<file path="src/rtl/rw_cmd_ctrl.sv">
// rw_cmd_ctrl: RAMWorks bank/capacity-mask registers for the RAM2E SDRAM datapath.
//   Decodes the unlock sequence 00 FF 55 AA C1 AD <cmd> <arg> written to the bank
//   register, and sequences the UFM erase/program handshake that saves the mask.
// Optional feature: define RW_CMD_BITBANG_EN to decode command A8 (bitbang write).
//   Without it, A8 is an unknown command and BBStrobe/BBData are tied low.
// Ports:
//   C14M          clock (14.318 MHz); nRST synchronous active-low reset
//   BankWr/BankD  bank register write strobe and data
//   InitMask/InitMaskVld  mask byte loaded from UFM at init
//   SectorFull    UFM sector full: erase before program
//   UFMBusy/RTPBusy  async UFM busy inputs (2-flop synchronised)
//   RWBank/RWMask current bank and capacity mask
//   DoutSubstUFM  substitute UFM data on next read
//   BBStrobe/BBData  bitbang pulse and bits {DRShift,DRDIn,DRCLK,ARShift,ARDIn,ARCLK}
//   UFMErase/UFMProgram  UFM requests; UFMErr sticky ack timeout
//   SeqState      unlock sequence state (debug)
module rw_cmd_ctrl #(
  parameter int unsigned      TMO_W   = 16,
  parameter logic [TMO_W-1:0] TMO     = 16'hFFFF,
  parameter int unsigned      ACK_TMO = 255
) (
  input  logic       C14M,
  input  logic       nRST,
  input  logic       BankWr,
  input  logic [7:0] BankD,
  input  logic [7:0] InitMask,
  input  logic       InitMaskVld,
  input  logic       SectorFull,
  input  logic       UFMBusy,
  input  logic       RTPBusy,
  output logic [7:0] RWBank,
  output logic [7:0] RWMask,
  output logic       DoutSubstUFM,
  output logic       BBStrobe,
  output logic [5:0] BBData,
  output logic       UFMErase,
  output logic       UFMProgram,
  output logic       UFMErr,
  output logic [2:0] SeqState
);

  localparam int unsigned ACKW = (ACK_TMO > 1) ? $clog2(ACK_TMO) : 1;

  typedef enum logic [2:0] {
    SQ_00, SQ_FF, SQ_55, SQ_AA, SQ_C1, SQ_AD, SQ_CMD, SQ_ARG
  } seq_t;

  typedef enum logic [2:0] {
    P_IDLE, P_WAITFREE, P_ER, P_ERW, P_PG, P_PGW
  } prog_t;

  seq_t             seq;
  prog_t            pst;
  logic [TMO_W-1:0] tmo_cnt;
  logic [ACKW-1:0]  ack_cnt;
  logic [7:0]       expect_b;
  logic             seq_expire;
  logic             arm_mask;
  logic             prog_req;
  logic             erase_done;
  logic             ubusy_s1, ubusy_s, rbusy_s1, rbusy_s;

  assign SeqState = seq;

  always_comb begin
    expect_b = 8'h00;
    case (seq)
      SQ_00:   expect_b = 8'h00;
      SQ_FF:   expect_b = 8'hFF;
      SQ_55:   expect_b = 8'h55;
      SQ_AA:   expect_b = 8'hAA;
      SQ_C1:   expect_b = 8'hC1;
      SQ_AD:   expect_b = 8'hAD;
      default: expect_b = 8'h00;
    endcase
  end

  // A BankWr on the expiry cycle takes precedence over the timeout.
  assign seq_expire = !BankWr && (seq != SQ_00) && (tmo_cnt == TMO - 1'b1);

  always_ff @(posedge C14M) begin
    if (!nRST) begin
      ubusy_s1 <= 1'b0;
      ubusy_s  <= 1'b0;
      rbusy_s1 <= 1'b0;
      rbusy_s  <= 1'b0;
    end else begin
      ubusy_s1 <= UFMBusy;
      ubusy_s  <= ubusy_s1;
      rbusy_s1 <= RTPBusy;
      rbusy_s  <= rbusy_s1;
    end
  end

  always_ff @(posedge C14M) begin
    if (!nRST) begin
      seq          <= SQ_00;
      tmo_cnt      <= '0;
      arm_mask     <= 1'b0;
      prog_req     <= 1'b0;
      DoutSubstUFM <= 1'b0;
      RWBank       <= '0;
      RWMask       <= '0;
    end else begin
      prog_req <= 1'b0;
      if (InitMaskVld)
        RWMask <= (InitMask == 8'h80) ? 8'hFF : InitMask;
      if (BankWr) begin
        RWBank  <= BankD & ~RWMask;
        tmo_cnt <= '0;
        if (seq != SQ_CMD)
          DoutSubstUFM <= 1'b0;
        case (seq)
          SQ_CMD: begin
            seq <= SQ_ARG;
            case (BankD)
              8'h57:   prog_req     <= 1'b1;
              8'hA3:   DoutSubstUFM <= 1'b1;
              8'hA0:   arm_mask     <= 1'b1;
              default: ;
            endcase
          end
          SQ_ARG: begin
            seq      <= SQ_00;
            arm_mask <= 1'b0;
            // Later assignment overrides the InitMaskVld load above.
            if (arm_mask)
              RWMask <= BankD;
          end
          default: begin
            if (BankD == expect_b)
              seq <= seq_t'(seq + 3'd1);
            else if (BankD == 8'h00)
              seq <= SQ_FF;
            else
              seq <= SQ_00;
          end
        endcase
      end else if (seq_expire) begin
        seq      <= SQ_00;
        tmo_cnt  <= '0;
        arm_mask <= 1'b0;
      end else if (seq != SQ_00) begin
        tmo_cnt <= tmo_cnt + 1'b1;
      end
    end
  end

`ifdef RW_CMD_BITBANG_EN
  logic arm_bb;

  always_ff @(posedge C14M) begin
    if (!nRST) begin
      arm_bb   <= 1'b0;
      BBStrobe <= 1'b0;
      BBData   <= '0;
    end else begin
      BBStrobe <= 1'b0;
      if (BankWr && seq == SQ_CMD && BankD == 8'hA8) begin
        arm_bb <= 1'b1;
      end else if (BankWr && seq == SQ_ARG) begin
        arm_bb <= 1'b0;
        if (arm_bb) begin
          BBStrobe <= 1'b1;
          BBData   <= BankD[5:0];
        end
      end else if (seq_expire) begin
        arm_bb <= 1'b0;
      end
    end
  end
`else
  assign BBStrobe = 1'b0;
  assign BBData   = '0;
`endif

  always_ff @(posedge C14M) begin
    if (!nRST) begin
      pst        <= P_IDLE;
      ack_cnt    <= '0;
      erase_done <= 1'b0;
      UFMErase   <= 1'b0;
      UFMProgram <= 1'b0;
      UFMErr     <= 1'b0;
    end else begin
      case (pst)
        P_IDLE: begin
          if (prog_req) begin
            pst        <= P_WAITFREE;
            erase_done <= 1'b0;
          end
        end
        P_WAITFREE: begin
          if (!ubusy_s && !rbusy_s) begin
            ack_cnt <= '0;
            if (SectorFull && !erase_done) begin
              pst      <= P_ER;
              UFMErase <= 1'b1;
            end else begin
              pst        <= P_PG;
              UFMProgram <= 1'b1;
            end
          end
        end
        P_ER: begin
          if (ubusy_s) begin
            pst      <= P_ERW;
            UFMErase <= 1'b0;
          end else if (ack_cnt == ACKW'(ACK_TMO - 1)) begin
            pst      <= P_IDLE;
            UFMErase <= 1'b0;
            UFMErr   <= 1'b1;
          end else begin
            ack_cnt <= ack_cnt + 1'b1;
          end
        end
        P_ERW: begin
          if (!ubusy_s) begin
            pst        <= P_WAITFREE;
            erase_done <= 1'b1;
          end
        end
        P_PG: begin
          if (ubusy_s) begin
            pst        <= P_PGW;
            UFMProgram <= 1'b0;
          end else if (ack_cnt == ACKW'(ACK_TMO - 1)) begin
            pst        <= P_IDLE;
            UFMProgram <= 1'b0;
            UFMErr     <= 1'b1;
          end else begin
            ack_cnt <= ack_cnt + 1'b1;
          end
        end
        P_PGW: begin
          if (!ubusy_s)
            pst <= P_IDLE;
        end
        default: pst <= P_IDLE;
      endcase
    end
  end

endmodule

</file>
<file path="config.mk">
export PLATFORM = sky130hd
export DESIGN_NAME = rw_cmd_ctrl
export DESIGN_NICKNAME = d
export VERILOG_FILES = /design/src/rtl/rw_cmd_ctrl.sv
export SDC_FILE = /design/constraint.sdc
export NUM_CORES = 1
export LEC_CHECK = 0
export ABC_AREA = 0
export BUFFER_PORTS_ARGS = -buffer_cell sky130_fd_sc_hd__clkbuf_2
export CAP_MARGIN = 20
export CORE_AREA = 5 5 97 72
export DETAILED_ROUTE_END_ITERATION = 8
export DIE_AREA = 0 0 102 77
export GPL_ROUTABILITY_DRIVEN = 0
export PLACE_DENSITY_LB_ADDON = 0.3
export SYNTH_ARGS = -nofsm -noshare
export SYNTH_HDL_FRONTEND = slang
export SYNTH_SLANG_ARGS = --single-unit
</file>
<file path="constraint.sdc">
create_clock -name C14M -period 2 [get_ports C14M]
set_input_delay 0.3 -clock C14M [delete_from_list [all_inputs] [get_ports C14M]]
set_output_delay 0.3 -clock C14M [all_outputs]
set_load 0.05 [all_outputs]
</file>
; Word level (Yosys, flattened, before mapping)
; Cells that the tools add are included.
; Widths: inputs -> output; s select.
[word_totals]
output_inout_bits = 30
inputBits = 23
register_bits = 57
elab_cells = 125
[op_classes]
n_mux = 43
eq_ne = 32
bitwise_logic = 4
n_reduce_logical = 26
add_sub_neg = 3
[ops]
columns = operator, count
row1 = $mux 8, 8
row2 = $pmux 8 s5, 1
row3 = $mux 3, 11
row4 = $eq 8x8->1 const B, 4
row5 = $eq 3x3->1 const B, 6
row6 = $pmux 3 s6, 1
row7 = $add 16x1->16 const B, 1
row8 = $eq 16x16->1 const B, 1
row9 = $mux 1, 16
row10 = $ne 2x2->1 const B, 8
row11 = $pmux 8 s2, 1
row12 = $reduce_and 4->1, 4
row13 = $eq 3x2->1 const B, 4
row14 = $reduce_and 3->1, 4
row15 = $reduce_bool 2->1, 5
row16 = $ne 3x3->1 const B, 3
row17 = $add 8x1->8 const B, 1
row18 = $and 8x8->8, 1
row19 = $eq 8x7->1 const B, 1
row20 = $eq 8x8->1, 1
row21 = $logic_not 8->1, 1
row22 = $not 8->8, 1
row23 = $pmux 1 s2, 4
row24 = $eq 3x1->1 const B, 2
row25 = 11 further kinds, 18

; Depth between registers and ports, before layout
[logic_depth]
ltp_word = 6
depth_mapped = 10

; Least setup slack after synthesis
; Ideal clock, no wire load.
[synth_timing]
kind = reg2reg
startpoint = register seq[2], in the netlist SeqState[2]
endpoint = register seq[0], in the netlist SeqState[0]
path_buffers = 1
arrival_time_ns = 2.414
stages_incl_launch_ff = 10
period_less_slack_ns = 2.528
slack_ns = -0.528
path_cell_list = dfxtp_1 clkbuf_1 inv_1 ha_1 or2_2 a31oi_1 mux2i_1 and4_1 mux2i_1 a21o_1
[synth_via]
elab_chain_len = 6
[synth_lines]
columns = element, line
row1 = "start, declared", 52  ; seq_t seq;
row2 = "start signal, assigned", 132  ; seq <= seq_t'(seq + 3'd1);
row3 = "$eq 3x3->1, or another cell as far along", 67  ; case (seq)
row4 = $pmux 8 s5, 67
row5 = $eq 8x8->1, 131  ; if (BankD == expect_b)
row6 = $mux 3, 131
row7 = $pmux 3 s2, 113  ; case (seq)
row8 = $mux 3, 108  ; if (BankWr) begin
; Several ways; a longest one is shown, not always the timed one.
; A chain may end at the register's enable or synchronous reset.

; Final worst setup path
[layout_timing]
startpoint = register seq[1], in the netlist SeqState[1]
endpoint = register seq[0], in the netlist SeqState[0]
; The elaborated chain is that of the path after synthesis.

==> flow_summary.toml <==
[timing]
setup_viol = 0
period_share = 0.974
period_minus_slack_ns = 1.95
timing.fmax_mhz = 513
skew_ns = 0.00609
final_max_slew_viol_count = 0
whs_ns = 0.205
hold_viol = 0

[cts]
cts_tree = "yes"
cts_made_buffers = 9
cts_sinks = 57
cts_hold_buf = 0
htreeDepth = 3
clockBufferDepth = 2
cts-root-buf = "clkbuf_8"
clock_latency_ns = 0.33
clk_pin_slew_ns = 0.06

[yosys]
syn_area_um2 = 2890
syn_area_per_cell_um2 = 8.34
synth_area_leaders = "dfxtp_1 (40%), xor2_1 (5.5%), nand2_1 (4.7%)"
synth_enable_flop_cells = 0
synthArstFlopShare = 0
synth-main-ff-cell = "dfxtp_1"
synth_top_cell_by_area = "dfxtp_1"
synth_warnings = 0
yosysSeqAreaShare = 0.395
synth-seq-cells = 57
yosys.area.top_type_share = 0.395
synthCells = 346
synth.distinct_cells = 45

[power_and_ir_drop]
power_w = 0.00259
ir_drop_mv = 0.356
leakagePower_nw = 1.46
powerDensity_nw_per_um2 = 729

[floorplanning]
rows = 24
boundaryPins = 53
die_x_um = 102
coreArea_um2 = 5980
start_util = 0.483
die_y_um = 77
die_area_um2 = 7850

[cells_and_area]
drive_gt1_frac = 0.240
final_common_cell = "dfxtp_1"
num_antenna_cells = 0
post-route-util = 0.596
nets = 433
fill_cells = 525
final_cell_mix = "dfxtp_1 (54), clkbuf_2 (45), nand2_1 (36)"
syn_to_final_growth_pct = 23.4

[placement]
hpwl_um = 5010
numPortBuffers = 45

[job]
maxCapViolations = 0

[worst_setup_path]
critical_path_class = "reg2reg"
cp_slowest_cell = "dfxtp_4"
crit_buf_inv = 1
critPathRequiredTime_ns = 2.27
worst_setup_path_end_kind = "flip-flop"
path_delay_family = "simple AND/OR/NAND/NOR gates"
crit_fanout = 5
r2r_slack_ns = 0.05
cp_cell_sequence = "inv_2 -> ha_4 -> or3_4 -> o311ai_4 -> and4_4 -> mux2i_1 -> a21o_1"
crit_path_max_incr_delay_ns = 0.40
critPathLaunchType = "flip-flop"
crit_arrival_ns = 2.22

[global_route]
grt_pass1_vias = 2399
grt_start_max_net_pins = 18
antenna_found_initial = 0
grt_remaining_overflow = 0
grt_first_pass_wirelength_um = 11300
track_usage = 0.180

[drt]
drt-total-wl_um = 6770
wl_per_cell_um = 14.0
dr_total_vias = 2582
antenna_left = 0
dr.pass1.iters = 4
drc = 0
viasPerCell = 5.35
drt_iter0_markers = 138

[worst_hold_path]
hp-class = "in2reg"

[run_status]
status = "complete, no violations"
-- metal layers --
metal  global-route usage  wire [um]
met3               0.0852        651
met1                0.244       3230
met4               0.0603         75
met5                    0          0
met2                0.250       2810
-- worst paths after layout --
kind,startpoint,endpoint,cells past startpoint
worst max-delay path,SeqState[1]$_SDFFE_PN0P_,SeqState[0]$_SDFFE_PN0P_,7
worst min-delay path,RTPBusy,rbusy_s1$_SDFF_PN0_,2
worst max register to register,SeqState[1]$_SDFFE_PN0P_,SeqState[0]$_SDFFE_PN0P_,7
worst min register to register,rbusy_s1$_SDFF_PN0_,rbusy_s$_SDFF_PN0_,1
-- per-stage QoR --
stage / area (um2) / instances / setup TNS, ns / worst slack [ns]
4_1_cts: 3480 / 483 / 0 / 0.000992
2_1_floorplan: 2930 / 352 / -0.0231 / -0.0231
3_5_place_dp: 3250 / 466 / 0 / 0.0249
3_3_place_gp: 3250 / 466 / 0 / 0.0501
5_1_grt: 3560 / 483 / -0.000818 / -0.000818
6_report: 3560 / 483 / 0 / 0.0515
-- power by group --
part	switching (W)	total [W]	leakage [nW]	internal, W
logic	0.000189	0.000268	0.890	0.0000791
registers	0.0000158	0.00117	0.466	0.00116
clock network	0.000434	0.00116	0.109	0.000721
total	0.000639	0.00259	1.46	0.00196
-- worst reg2reg max path, cell delays in order (launching register included) --
cell      delay, ns
dfxtp_4        0.40
inv_2          0.07
ha_4           0.18
or3_4          0.38
o311ai_4       0.28
and4_4         0.28
mux2i_1        0.18
a21o_1         0.13
-- kinds of logic (layout without fill, tap and decap cells) --
group | count (synthesis) | in the layout | synth area share
other cells | 1 | 7 | 0.00130
buf+inv | 40 | 93 | 0.0624
xor+xnor | 22 | 22 | 0.0668
fa+ha+maj | 10 | 10 | 0.0434
flops | 57 | 57 | 0.395
compound gates | 62 | 62 | 0.149
mux | 3 | 3 | 0.0104
simple gates | 151 | 151 | 0.271
-- registers in the layout (all words and copies together) (netlist names), 3 cells and up --
signal    cells
pst           3
SeqState      3
tmo_cnt      16
RWMask        8
ack_cnt       8
RWBank        8
-- cell usage after synthesis (3+ instances only) --
library cell and number:
xnor2_1 4, and3_1 6, inv_1 15, xor2_1 18, nand3_1 6, nor3_1 9, clkbuf_1 15, nor2_1 35
buf_2 3, nand4_1 15, nor4_1 3, a31oi_1 6, nor2b_1 3, a21boi_0 4, dfxtp_1 57, nand2_1 36
buf_4 7, and2_1 11, o21ai_0 9, ha_1 10, a21boi_1 6, nand2b_1 4, or2_2 4, or3_1 5
nand3b_1 4, nor3b_1 3, mux2i_1 3, o221ai_1 7, a21oi_1 9, o22ai_1 8
-- final cells by class --
type,count,area [um2],area share
clock buffer,15,188,0.0527
tap,78,97.6,0.0274
multi-input combinational,255,1670,0.469
clock inverter,1,30.0,0.00843
timing repair buffer,62,365,0.103
inverter,15,56.3,0.0158
sequential,57,1150,0.324
-- timing repair --
action	CTS	global route
gates cloned	0	0
setup buffers	1	0
resized for setup	2	14
setup endpoints to repair	1	2
pin swaps	1	4
endpoints found under the hold margin	0	0
Power figures use the tool's default switching activity.
